**src/rtl/mem_loader.sv**
```systemverilog
// Byte-stream packet loader: parses CMD/ADDR/LEN headers and writes assembled
// words into the instruction, weight or XY memories, or pulses start.
module mem_loader #(
    parameter int WORD_BYTES = 2,
    parameter int NU_COUNT   = 4
) (
    input  logic                    clk,
    input  logic                    reset,
    input  logic                    buffer_empty,
    input  logic [7:0]              buffer_data,
    output logic                    buffer_read_enable,
    output logic [15:0]             mem_write_addr,
    output logic [8*WORD_BYTES-1:0] mem_write_data,
    output logic                    inst_write_enable,
    output logic [NU_COUNT-1:0]     w_write_enable,
    output logic                    xy_write_enable,
    output logic                    start,
    output logic                    busy
);

    localparam int DW = 8 * WORD_BYTES;
    localparam int BW = (WORD_BYTES > 1) ? $clog2(WORD_BYTES) : 1;

    typedef enum logic [2:0] {
        S_CMD,
        S_ADDR_H,
        S_ADDR_L,
        S_LEN_H,
        S_LEN_L,
        S_DATA
    } state_t;

    state_t        state;
    logic [1:0]    target;
    logic [5:0]    nu;
    logic [15:0]   addr;
    logic [15:0]   word_cnt;
    logic [BW-1:0] byte_cnt;
    logic [DW-1:0] asm_word;
    logic [DW-1:0] next_word;
    logic [15:0]   len;
    logic          pop;

    assign pop                = ~buffer_empty & ~reset;
    assign buffer_read_enable = pop;
    assign busy               = (state != S_CMD);
    assign next_word          = DW'({asm_word, buffer_data});
    assign len                = {word_cnt[15:8], buffer_data};

    always_ff @(posedge clk or posedge reset) begin
        if (reset) begin
            state             <= S_CMD;
            target            <= 2'd0;
            nu                <= 6'd0;
            addr              <= 16'd0;
            word_cnt          <= 16'd0;
            byte_cnt          <= '0;
            asm_word          <= '0;
            mem_write_addr    <= 16'd0;
            mem_write_data    <= '0;
            inst_write_enable <= 1'b0;
            w_write_enable    <= '0;
            xy_write_enable   <= 1'b0;
            start             <= 1'b0;
        end else begin
            inst_write_enable <= 1'b0;
            w_write_enable    <= '0;
            xy_write_enable   <= 1'b0;
            start             <= 1'b0;
            if (pop) begin
                unique case (state)
                    S_CMD: begin
                        target <= buffer_data[7:6];
                        nu     <= buffer_data[5:0];
                        if (buffer_data[7:6] == 2'b11) start <= 1'b1;
                        else state <= S_ADDR_H;
                    end
                    S_ADDR_H: begin
                        addr[15:8] <= buffer_data;
                        state      <= S_ADDR_L;
                    end
                    S_ADDR_L: begin
                        addr[7:0] <= buffer_data;
                        state     <= S_LEN_H;
                    end
                    S_LEN_H: begin
                        word_cnt[15:8] <= buffer_data;
                        state          <= S_LEN_L;
                    end
                    S_LEN_L: begin
                        word_cnt <= len;
                        byte_cnt <= '0;
                        state    <= (len == 16'd0) ? S_CMD : S_DATA;
                    end
                    S_DATA: begin
                        asm_word <= next_word;
                        if (byte_cnt == BW'(WORD_BYTES - 1)) begin
                            // Word complete: present it next cycle on one strobe.
                            mem_write_addr <= addr;
                            mem_write_data <= next_word;
                            addr           <= addr + 16'd1;
                            byte_cnt       <= '0;
                            word_cnt       <= word_cnt - 16'd1;
                            unique case (target)
                                2'b00: inst_write_enable <= 1'b1;
                                2'b01: if (int'(nu) < NU_COUNT)
                                    w_write_enable <= NU_COUNT'(1) << nu;
                                2'b10: xy_write_enable <= 1'b1;
                                default: ;
                            endcase
                            if (word_cnt == 16'd1) state <= S_CMD;
                        end else begin
                            byte_cnt <= byte_cnt + BW'(1);
                        end
                    end
                    default: state <= S_CMD;
                endcase
            end
        end
    end

endmodule

```
**config.mk**
```make
export PLATFORM = sky130hd
export DESIGN_NAME = mem_loader
export DESIGN_NICKNAME = d
export VERILOG_FILES = /design/src/rtl/mem_loader.sv
export SDC_FILE = /design/constraint.sdc
export NUM_CORES = 1
export LEC_CHECK = 0
export ABC_AREA = 1
export BUFFER_PORTS_ARGS = -buffer_cell sky130_fd_sc_hd__buf_4
export CAP_MARGIN = 0
export CORE_UTILIZATION = 27
export CTS_CLUSTER_DIAMETER = 40
export DETAILED_ROUTE_END_ITERATION = 12
export PLACE_DENSITY_LB_ADDON = 0.12
export REMOVE_ABC_BUFFERS = 1
export SETUP_SLACK_MARGIN = 0.4
export SKIP_LAST_GASP = 1
export SLEW_MARGIN = 5
export SYNTH_ARGS = -nofsm -noshare
export SYNTH_HDL_FRONTEND = slang
export SYNTH_SLANG_ARGS = --single-unit
```
**constraint.sdc**
```tcl
create_clock -name clk -period 3.9 [get_ports clk]
set_clock_uncertainty 0.15 [all_clocks]
set_input_delay 0.39 -clock clk [delete_from_list [all_inputs] [get_ports clk]]
set_output_delay 0.39 -clock clk [all_outputs]
set_load 0.01 [all_outputs]
```
== Word-level counts from Yosys, hierarchy flattened ==
Cells that the tools add are included.
Word-level totals
  input port bits: 11
  output and inout bits: 41
  memories kept: 0
  bits in read-only memories: 0
  flip-flop bits (word level): 91
  memory bits (writable): 0
  latch bits: 0
  logic and storage cells: 81
Cells by class
  shift-type cells: 1
  add/subtract/negate cells: 3
  reductions and logical operators: 17
  divide/modulo/power cells: 0
  bitwise gates (word level): 3
  multiplexer cells: 29
  equal/unequal tests: 12
  $lt $le $gt $ge: 1
  $mul: 0
Operator list (count)
  $pmux 8 s2: 4
  $mux 16: 2
  $mux 4: 5
  $pmux 3 s6: 1
  $add 16x1->16 const B: 1
  $eq 16x1->1 const B: 1
  $logic_not 16->1: 1
  $sub 16x1->16 const B: 1
  $reduce_and 3->1: 5
  $mux 1: 12
  $mux 3: 4
  $reduce_bool 2->1: 4
  $eq 3x2->1 const B: 2
  $eq 3x3->1 const B: 2
  $lt 6x3->1 const B: 1
  $ne 2x2->1 const B: 3
  $reduce_and 2->1: 3
  $shl 1x6->4 const A: 1
  $eq 2x2->1 const B: 2
  $reduce_and 4->1: 1
  $eq 3x1->1 const B: 1
  $logic_not 3->1: 1
  $reduce_bool 3->1: 1
  $eq 2x1->1 const B: 1
  other kinds (5): 6

== Depth between registers and ports, before layout ==
Gate-level depths: netlist of run 1.
  word-level depth: 6
  depth in mapped cells: 11
  gate-level depth less buffers: 10

== Worst setup path after synthesis of run 1 ==
OpenSTA, ideal clock, no wires.
  path type: input port to flip-flop
  from: in reset
  to: reg mem_write_data[6]
  library setup time: 0.123 ns
  stages: 8
  slack: 2.357 ns
  arrival: 1.270 ns
  cells stage by stage: nor2_4 > inv_2 > nor2_4 > nand2_2 > buf_6 > buf_2 > nand2_1 > o21ai_1
On the way
  cells in the longest elaborated chain, start to end: 3
RTL lines
  start: declaration: line 8  | input logic reset,
  $not 1->1: line 44  | assign pop = ~buffer_empty & ~reset;
  $and 1x1->1: line 44
  $reduce_and 3->1 (no source line)
  end signal: assignment: line 100  | mem_write_data <= next_word;
  end: declaration: line 13  | output logic [8*WORD_BYTES-1:0] mem_write_data,
Every way passes these cells.
A chain may end at the register's enable or synchronous reset.

== Final worst setup path of run 1 ==
  from: reg state[2]
  to: reg addr[1]
On the way
  cells in the longest elaborated chain, start to end: 3
  elaborated cells on any way between the ends: 6
  classes of those cells: 3 x eq/ne; 1 x mux; 2 x reduce/logical
RTL lines
  start: declaration: line 33  | state_t state;
  start signal: assignment: line 93  | state <= (len == 16'd0) ? S_CMD : S_DATA;
  $eq 3x3->1 or $eq 3x2->1 (tied branches): line 71  | unique case (state)
  $ne 2x2->1 (no source line) or $reduce_bool 2->1 (tied branches)
  $reduce_and 3->1 (no source line)
  end signal: assignment: line 83  | addr[7:0] <= buffer_data;
  end signal: assignment: line 101  | addr <= addr + 16'd1;
  end: declaration: line 36  | logic [15:0] addr;
Several ways; a longest one is shown, not always the timed one.

==> results of run 1 <==
==> state kept, by name (all words and copies together), names as in the netlist, 2 cells and up <==
signal / count
addr: 16
mem_write_addr: 16
mem_write_data: 16
word_cnt: 16
asm_word: 8
nu: 6
w_write_enable: 4
state: 3
target: 2
==> layer usage <==
| layer | GRT usage [%] | vias to the layer above |
|---|---|---|
| li1 | - | 1995 |
| met1 | 19.6 | 1822 |
| met2 | 23.0 | 52 |
| met3 | 2.54 | 13 |
| met4 | 5.75 | 0 |
| met5 | 0 | - |
==> through the flow <==
| step | hold WS (ns) | area, µm² | total power (W) |
|---|---|---|---|
| 2_1_floorplan | 0.292 | 4450 | 0.00256 |
| 3_3_place_gp | 0.308 | 5140 | 0.00310 |
| 3_5_place_dp | 0.313 | 5140 | 0.00311 |
| 4_1_cts | 0.0671 | 5440 | 0.00402 |
| 5_1_grt | 0.108 | 5440 | 0.00432 |
| 6_report | 0.0474 | 5440 | 0.00398 |
==> cells in the final DEF (no fill, tap or decap), drive strengths merged <==
cell / instances
dfrtp: 91
buf: 55
a21oi: 11
nand3b: 6
o22ai: 1
nand2: 217
or2: 1
nand4: 5
xor2: 5
nand3: 21
a21boi: 3
o21bai: 1
nor2: 72
ha: 3
clkinv: 5
clkbuf: 12
o21ai: 67
a31oi: 7
bufinv: 1
nor3: 11
inv: 59
==> area by class of cell <==
class                   instances  area, µm²
flip-flops and latches         91       2280
fillers                      1792      11100
clock buffers                  12        246
clock inverters                 4       48.8
multi-input cells             431       1940
inverters                      61        233
well taps                     220        275
repair buffers                 55        413
==> power groups by stage <==
stage / Combinational (W) / Clock (W) / Sequential, W
2_1_floorplan: 0.000863 / 0 / 0.00170
3_3_place_gp: 0.00140 / 0 / 0.00170
3_5_place_dp: 0.00141 / 0 / 0.00170
4_1_cts: 0.00142 / 0.000918 / 0.00169
5_1_grt: 0.00161 / 0.000956 / 0.00175
6_report: 0.00140 / 0.000897 / 0.00168
==> kinds of logic after synthesis <==
family,Yosys count,share of synthesized area (%)
AND/OR/NAND/NOR,333,30.2
flip-flops,91,49.7
AO/OA/AOI/OAI,90,10.4
buffers and inverters,79,7.97
XOR/XNOR,5,0.955
adder cells (fa/ha/maj),3,0.819
==> worst max-delay path, delay by kind of cell (launching register included) <==
kind | cells | cell delay [ns]
AOI/OAI and AO/OA | 1 | 0.05
DFF | 1 | 0.42
buffers and inverters | 1 | 0.13
and+or+nand+nor | 6 | 1.44
==> worst paths after layout <==
kind | to | startpoint | slack, ns
setup / recovery | addr[1] | state[2] | 1.55
hold / removal | word_cnt[7] | reset | 0.05
setup reg to reg | addr[1] | state[2] | 1.55
hold reg to reg | mem_write_data[14] | asm_word[6] | 0.32
max in group asynchronous | addr[11] | reset | 2.71
min in group clk | mem_write_data[3] | buffer_data[3] | 0.21
==> results.sh, run 1 <==
export IMPL_first_pass_iters=5
export IMPL_r2r_cells=8
export IMPL_wl_met3_um=337
export IMPL_yosysMostFrequentCell="nand2_1"
export IMPL_area_growth_syn_to_layout_pct=18.6
export IMPL_start_util_pct=27.6
export IMPL_avgSynthCellArea_um2=7.63
export IMPL_synth_edf_count=0
export IMPL_hold_viol=0
export IMPL_cts_tree="done"
export IMPL_num_antenna_cells=0
export IMPL_setup_slack_ns=1.55
export IMPL_drc=0
export IMPL_ys_types=32
export IMPL_fmax_mhz=425
export IMPL_first_global_vias=3756
export IMPL_ctsHoldBuffers=0
export IMPL_synth_top_area_share_pct=49.7
export IMPL_ys_top_cells_by_area="dfrtp_1 (50%), nand2_1 (17%), nor2_1 (5.6%), o21ai_0 (5.0%), inv_1 (4.6%)"
export IMPL_post_route_util_pct=32.8
export IMPL_antenna_found_initial=0
export IMPL_routedWlPerCell_um=13.5
export IMPL_h_tree_depth=3
export IMPL_grt_usage_pct=14.5
export IMPL_path_clk_slew_ns=0.07
export IMPL_fin_cells=874
export IMPL_overflow=0
export IMPL_synth_cells=601
export IMPL_worstSetupStartpointType="register"
export IMPL_setup_viol=0
export IMPL_endpoint_kind="register"
export IMPL_place_gp_congestion=0.765
export IMPL_tns_ns=0
export IMPL_clock_path_buffers=2
export IMPL_post_cts_resize_count=0
export IMPL_min_path_type="input pin to asynchronous set/reset pin"
export IMPL_power_switching_w=0.00154
export IMPL_highest_layer="met4"
export IMPL_worstMarginPinSlew_ns=0.825
export IMPL_crit_path_max_incr_delay_ns=0.54
export IMPL_totalWireLength_mm=11.8
export IMPL_critPathKind="register to register"
export IMPL_seqPwrFrac_pct=42.3
export IMPL_die_w_um=132
export IMPL_cp_required_ns=3.97
export IMPL_ant_nets=0
export IMPL_wl_met2_mm=5.35
export IMPL_io_pins=52
export IMPL_fin_crit_sh_pct=60.3
export IMPL_fin_nets=663
export IMPL_ys_async_sr_fraction_pct=100
export IMPL_combPwrFrac_pct=35.2
export IMPL_switching_share_pct=38.6
export IMPL_clk_latency_ns=0.35
export IMPL_cts_made_buffers=9
export IMPL_synthFlopType="dfrtp_1"
export IMPL_syn_cell_area_um2=4580
export IMPL_vdd_drop_max_v=0.000239
export IMPL_grt_pass1_wl_mm=19.7
export IMPL_synthTopCellsByCount="nand2_1 (213), dfrtp_1 (91), nor2_1 (68)"
export IMPL_synth_area_leader_cell="dfrtp_1"
export IMPL_internal_power_w=0.00244
export IMPL_dp_cells=858
export IMPL_outcome="completed"
export IMPL_grt_max_degree=46
export IMPL_avgViaCountPerCell=4.44
export IMPL_hpwl_mm=8.54
export IMPL_ys_seq_area_share_pct=49.7
export IMPL_detailedPlace_worstSlack_ns=1.51
export IMPL_cts_sinks=91
export IMPL_cts_setup_buffers=0
export IMPL_synth_warning_count=0
export IMPL_slowest_stage="nand2_2"
export IMPL_coreArea_um2=16600
export IMPL_rows=47
export IMPL_power_density_nw_per_um2=732
export IMPL_path_max_fanout=36
export IMPL_cp_cell_sequence="inv_2, nor2_4, nand2_4, nor2_4, nand2_2, nand2_2, nor2_1, a31oi_1"
export IMPL_drv_slew=0
export IMPL_clockRootBuffer="clkbuf_16"
export IMPL_m1WireLength_mm=5.93
export IMPL_vias=3882
export IMPL_rsz0062_at_grt="no"
export IMPL_clock_power_share_pct=22.5
export IMPL_die_h_um=132
export IMPL_place_port_buffers=51
export IMPL_critPathArrivalTime_ns=2.42
export IMPL_slew_limit_headroom_pct=44.9
export IMPL_drv_cap=0
export IMPL_fin_crit_ns=2.35
export IMPL_yosys_register_bits=91
export IMPL_p_leak_nw=2.72
export IMPL_drive_gt1_share_pct=13.6
export IMPL_die_area_um2=17500
export IMPL_drt_iter0_drc=224
Power figures use the tool's default switching activity.
==> run 2, diff against run 1 <==
clock period = 2.2 ns   (was 3.9 ns; I/O delays follow)
==> results.sh, run 2 (synthesized netlist as in run 1, its figures left out) <==
export IMPL_outcome="completed"
export IMPL_die_area_um2=17500
export IMPL_place_port_buffers=51
export IMPL_path_delay_family="simple AND/OR/NAND/NOR gates"
export IMPL_slowest_stage="dfrtp_1"
export IMPL_critPathArrivalTime_ns=1.86
export IMPL_critPathKind="register to register"
export IMPL_avgViaCountPerCell=4.51
export IMPL_p_leak_nw=2.81
export IMPL_drv_cap=0
export IMPL_drc=0
export IMPL_overflow=0
export IMPL_die_w_um=132
export IMPL_multi_input_area_um2=2020
export IMPL_crit_buf_inv=4
export IMPL_fill_cells=1796
export IMPL_final_common_cell="nand2_1"
export IMPL_cts_made_buffers=9
export IMPL_cts_tree="done"
export IMPL_hpwl_mm=8.83
export IMPL_regArea_um2=2280
export IMPL_fin_crit_sh_pct=80.6
export IMPL_place_gp_congestion=0.787
export IMPL_die_h_um=132
export IMPL_drt_iter0_drc=231
export IMPL_path_max_fanout=11
export IMPL_endpoint_kind="register"
export IMPL_grt_max_degree=47
export IMPL_worstMarginPinSlew_ns=0.411
export IMPL_hold_viol=0
export IMPL_worstSetupStartpointType="register"
export IMPL_rows=47
export IMPL_power_density_nw_per_um2=1260
export IMPL_ant_nets=0
export IMPL_drive_gt1_share_pct=17.1
export IMPL_fin_crit_ns=1.77
export IMPL_cp_required_ns=2.29
export IMPL_start_util_pct=27.6
export IMPL_grt_usage_pct=15.1
export IMPL_cp_cell_sequence="inv_2, nor2_4, nand2_8, buf_8, o21ai_4, nand2_4, inv_4, nand3b_1, nand2_1, inv_1"
export IMPL_first_global_vias=4006
export IMPL_area_growth_syn_to_layout_pct=24.2
export IMPL_placed_area_um2=5190
export IMPL_final_cell_mix="nand2_1 (211), dfrtp_1 (90), buf_4 (63)"
export IMPL_crit_path_max_incr_delay_ns=0.40
export IMPL_totalWireLength_mm=12.5
export IMPL_routedWlPerCell_um=14.0
export IMPL_clockRootBuffer="clkbuf_16"
export IMPL_io_pins=52
export IMPL_fin_cells=891
export IMPL_fmax_mhz=564
export IMPL_coreArea_um2=16600
export IMPL_setup_viol=0
export IMPL_detailedPlace_worstSlack_ns=0.156
export IMPL_rsz0062_at_grt="yes"
export IMPL_path_clk_slew_ns=0.07
export IMPL_first_pass_iters=4
export IMPL_slew_limit_headroom_pct=72.6
export IMPL_drv_slew=0
export IMPL_cts_sinks=91
export IMPL_vias=4021
export IMPL_h_tree_depth=3
export IMPL_clock_path_buffers=2
export IMPL_clk_latency_ns=0.35
export IMPL_fin_nets=680
export IMPL_vdd_drop_max_v=0.000449
export IMPL_num_antenna_cells=0
export IMPL_antenna_found_initial=0
export IMPL_final_area_um2=5700
export IMPL_dp_cells=860
export IMPL_grt_pass1_wl_mm=20.8
export IMPL_min_path_type="input pin to register"
export IMPL_setup_slack_ns=0.426
export IMPL_whs_ns=0.0602
-- run 2: cell count changes in the layout (fill, tap and decap cells not counted), moves of 2 or more --
cell	before	now
nand2_1	213	211
nor2_4	3	6
nand2_4	1	3
o21ai_1	20	23
nor2_1	68	62
nor2_2	1	4
buf_4	55	63
buf_12	0	4
o21ai_0	46	43
clkinvlp_4	0	4
-- run 2: final timing paths --
check,from,to,slack [ns],depth (start not counted)
max,state[2],addr[10],0.43,10
min reg2reg,asm_word[5],mem_write_data[13],0.32,2
max in group asynchronous,reset,state[0],1.23,4
max reg2reg,state[2],addr[10],0.43,10
min,buffer_data[4],mem_write_data[4],0.06,3
min in group asynchronous,reset,mem_write_data[6],0.19,3
-- run 2: per-stage QoR --
stage | total power, W | utilization (%) | setup TNS, ns
2_1_floorplan | 0.00454 | - | -51.91
3_3_place_gp | 0.00554 | 31.3 | 0
3_5_place_dp | 0.00557 | 31.3 | 0
4_1_cts | 0.00715 | 33.5 | 0
5_1_grt | 0.00784 | 34.3 | 0
6_report | 0.00720 | 34.3 | 0
-- run 2: what timing repair did --
| action | 4_1_cts | 5_1_grt |
|---|---|---|
| endpoints found under the setup margin | 27 | 50 |
| gates resized for setup | 11 | 16 |
| hold buffers | 1 | 0 |
| hold endpoints to repair | 91 | 0 |
| pin swaps | 2 | 3 |
| gates cloned | 2 | 1 |
| setup buffers | 3 | 8 |
-- run 2: where the power goes --
group	switching (W)	total, W	leakage (nW)	internal, W
combinational	0.00160	0.00275	1.54	0.00115
clock	0.000681	0.00145	0.125	0.000766
sequential	0.000608	0.00301	1.15	0.00240
-- run 2: cell type report --
class	instances	area share, %
Tap cell	220	4.83
Sequential cell	91	40.0
Clock inverter	6	0.725
Timing Repair Buffer	70	10.6
Inverter	61	4.20
Multi-Input combinational cell	432	35.5
Clock buffer	10	4.02
Timing Repair inverter	1	0.132
-- run 2: worst register-to-register path: stages, from the launching register on --
cell and delay (ns):
dfrtp_1 0.40, inv_2 0.09, nor2_4 0.17, nand2_8 0.11, buf_8 0.17, o21ai_4 0.14, nand2_4 0.11, inv_4 0.11
nand3b_1 0.08, nand2_1 0.07, inv_1 0.04
-- run 2: metal layers --
layer  vias up  share of wire, %  GRT usage (%)
met2        73                47           24.0
met5         -                 0              0
met3        10               3.8           2.81
met4         0               1.2           4.98
li1       2032                 -              -
met1      1906                48           20.8
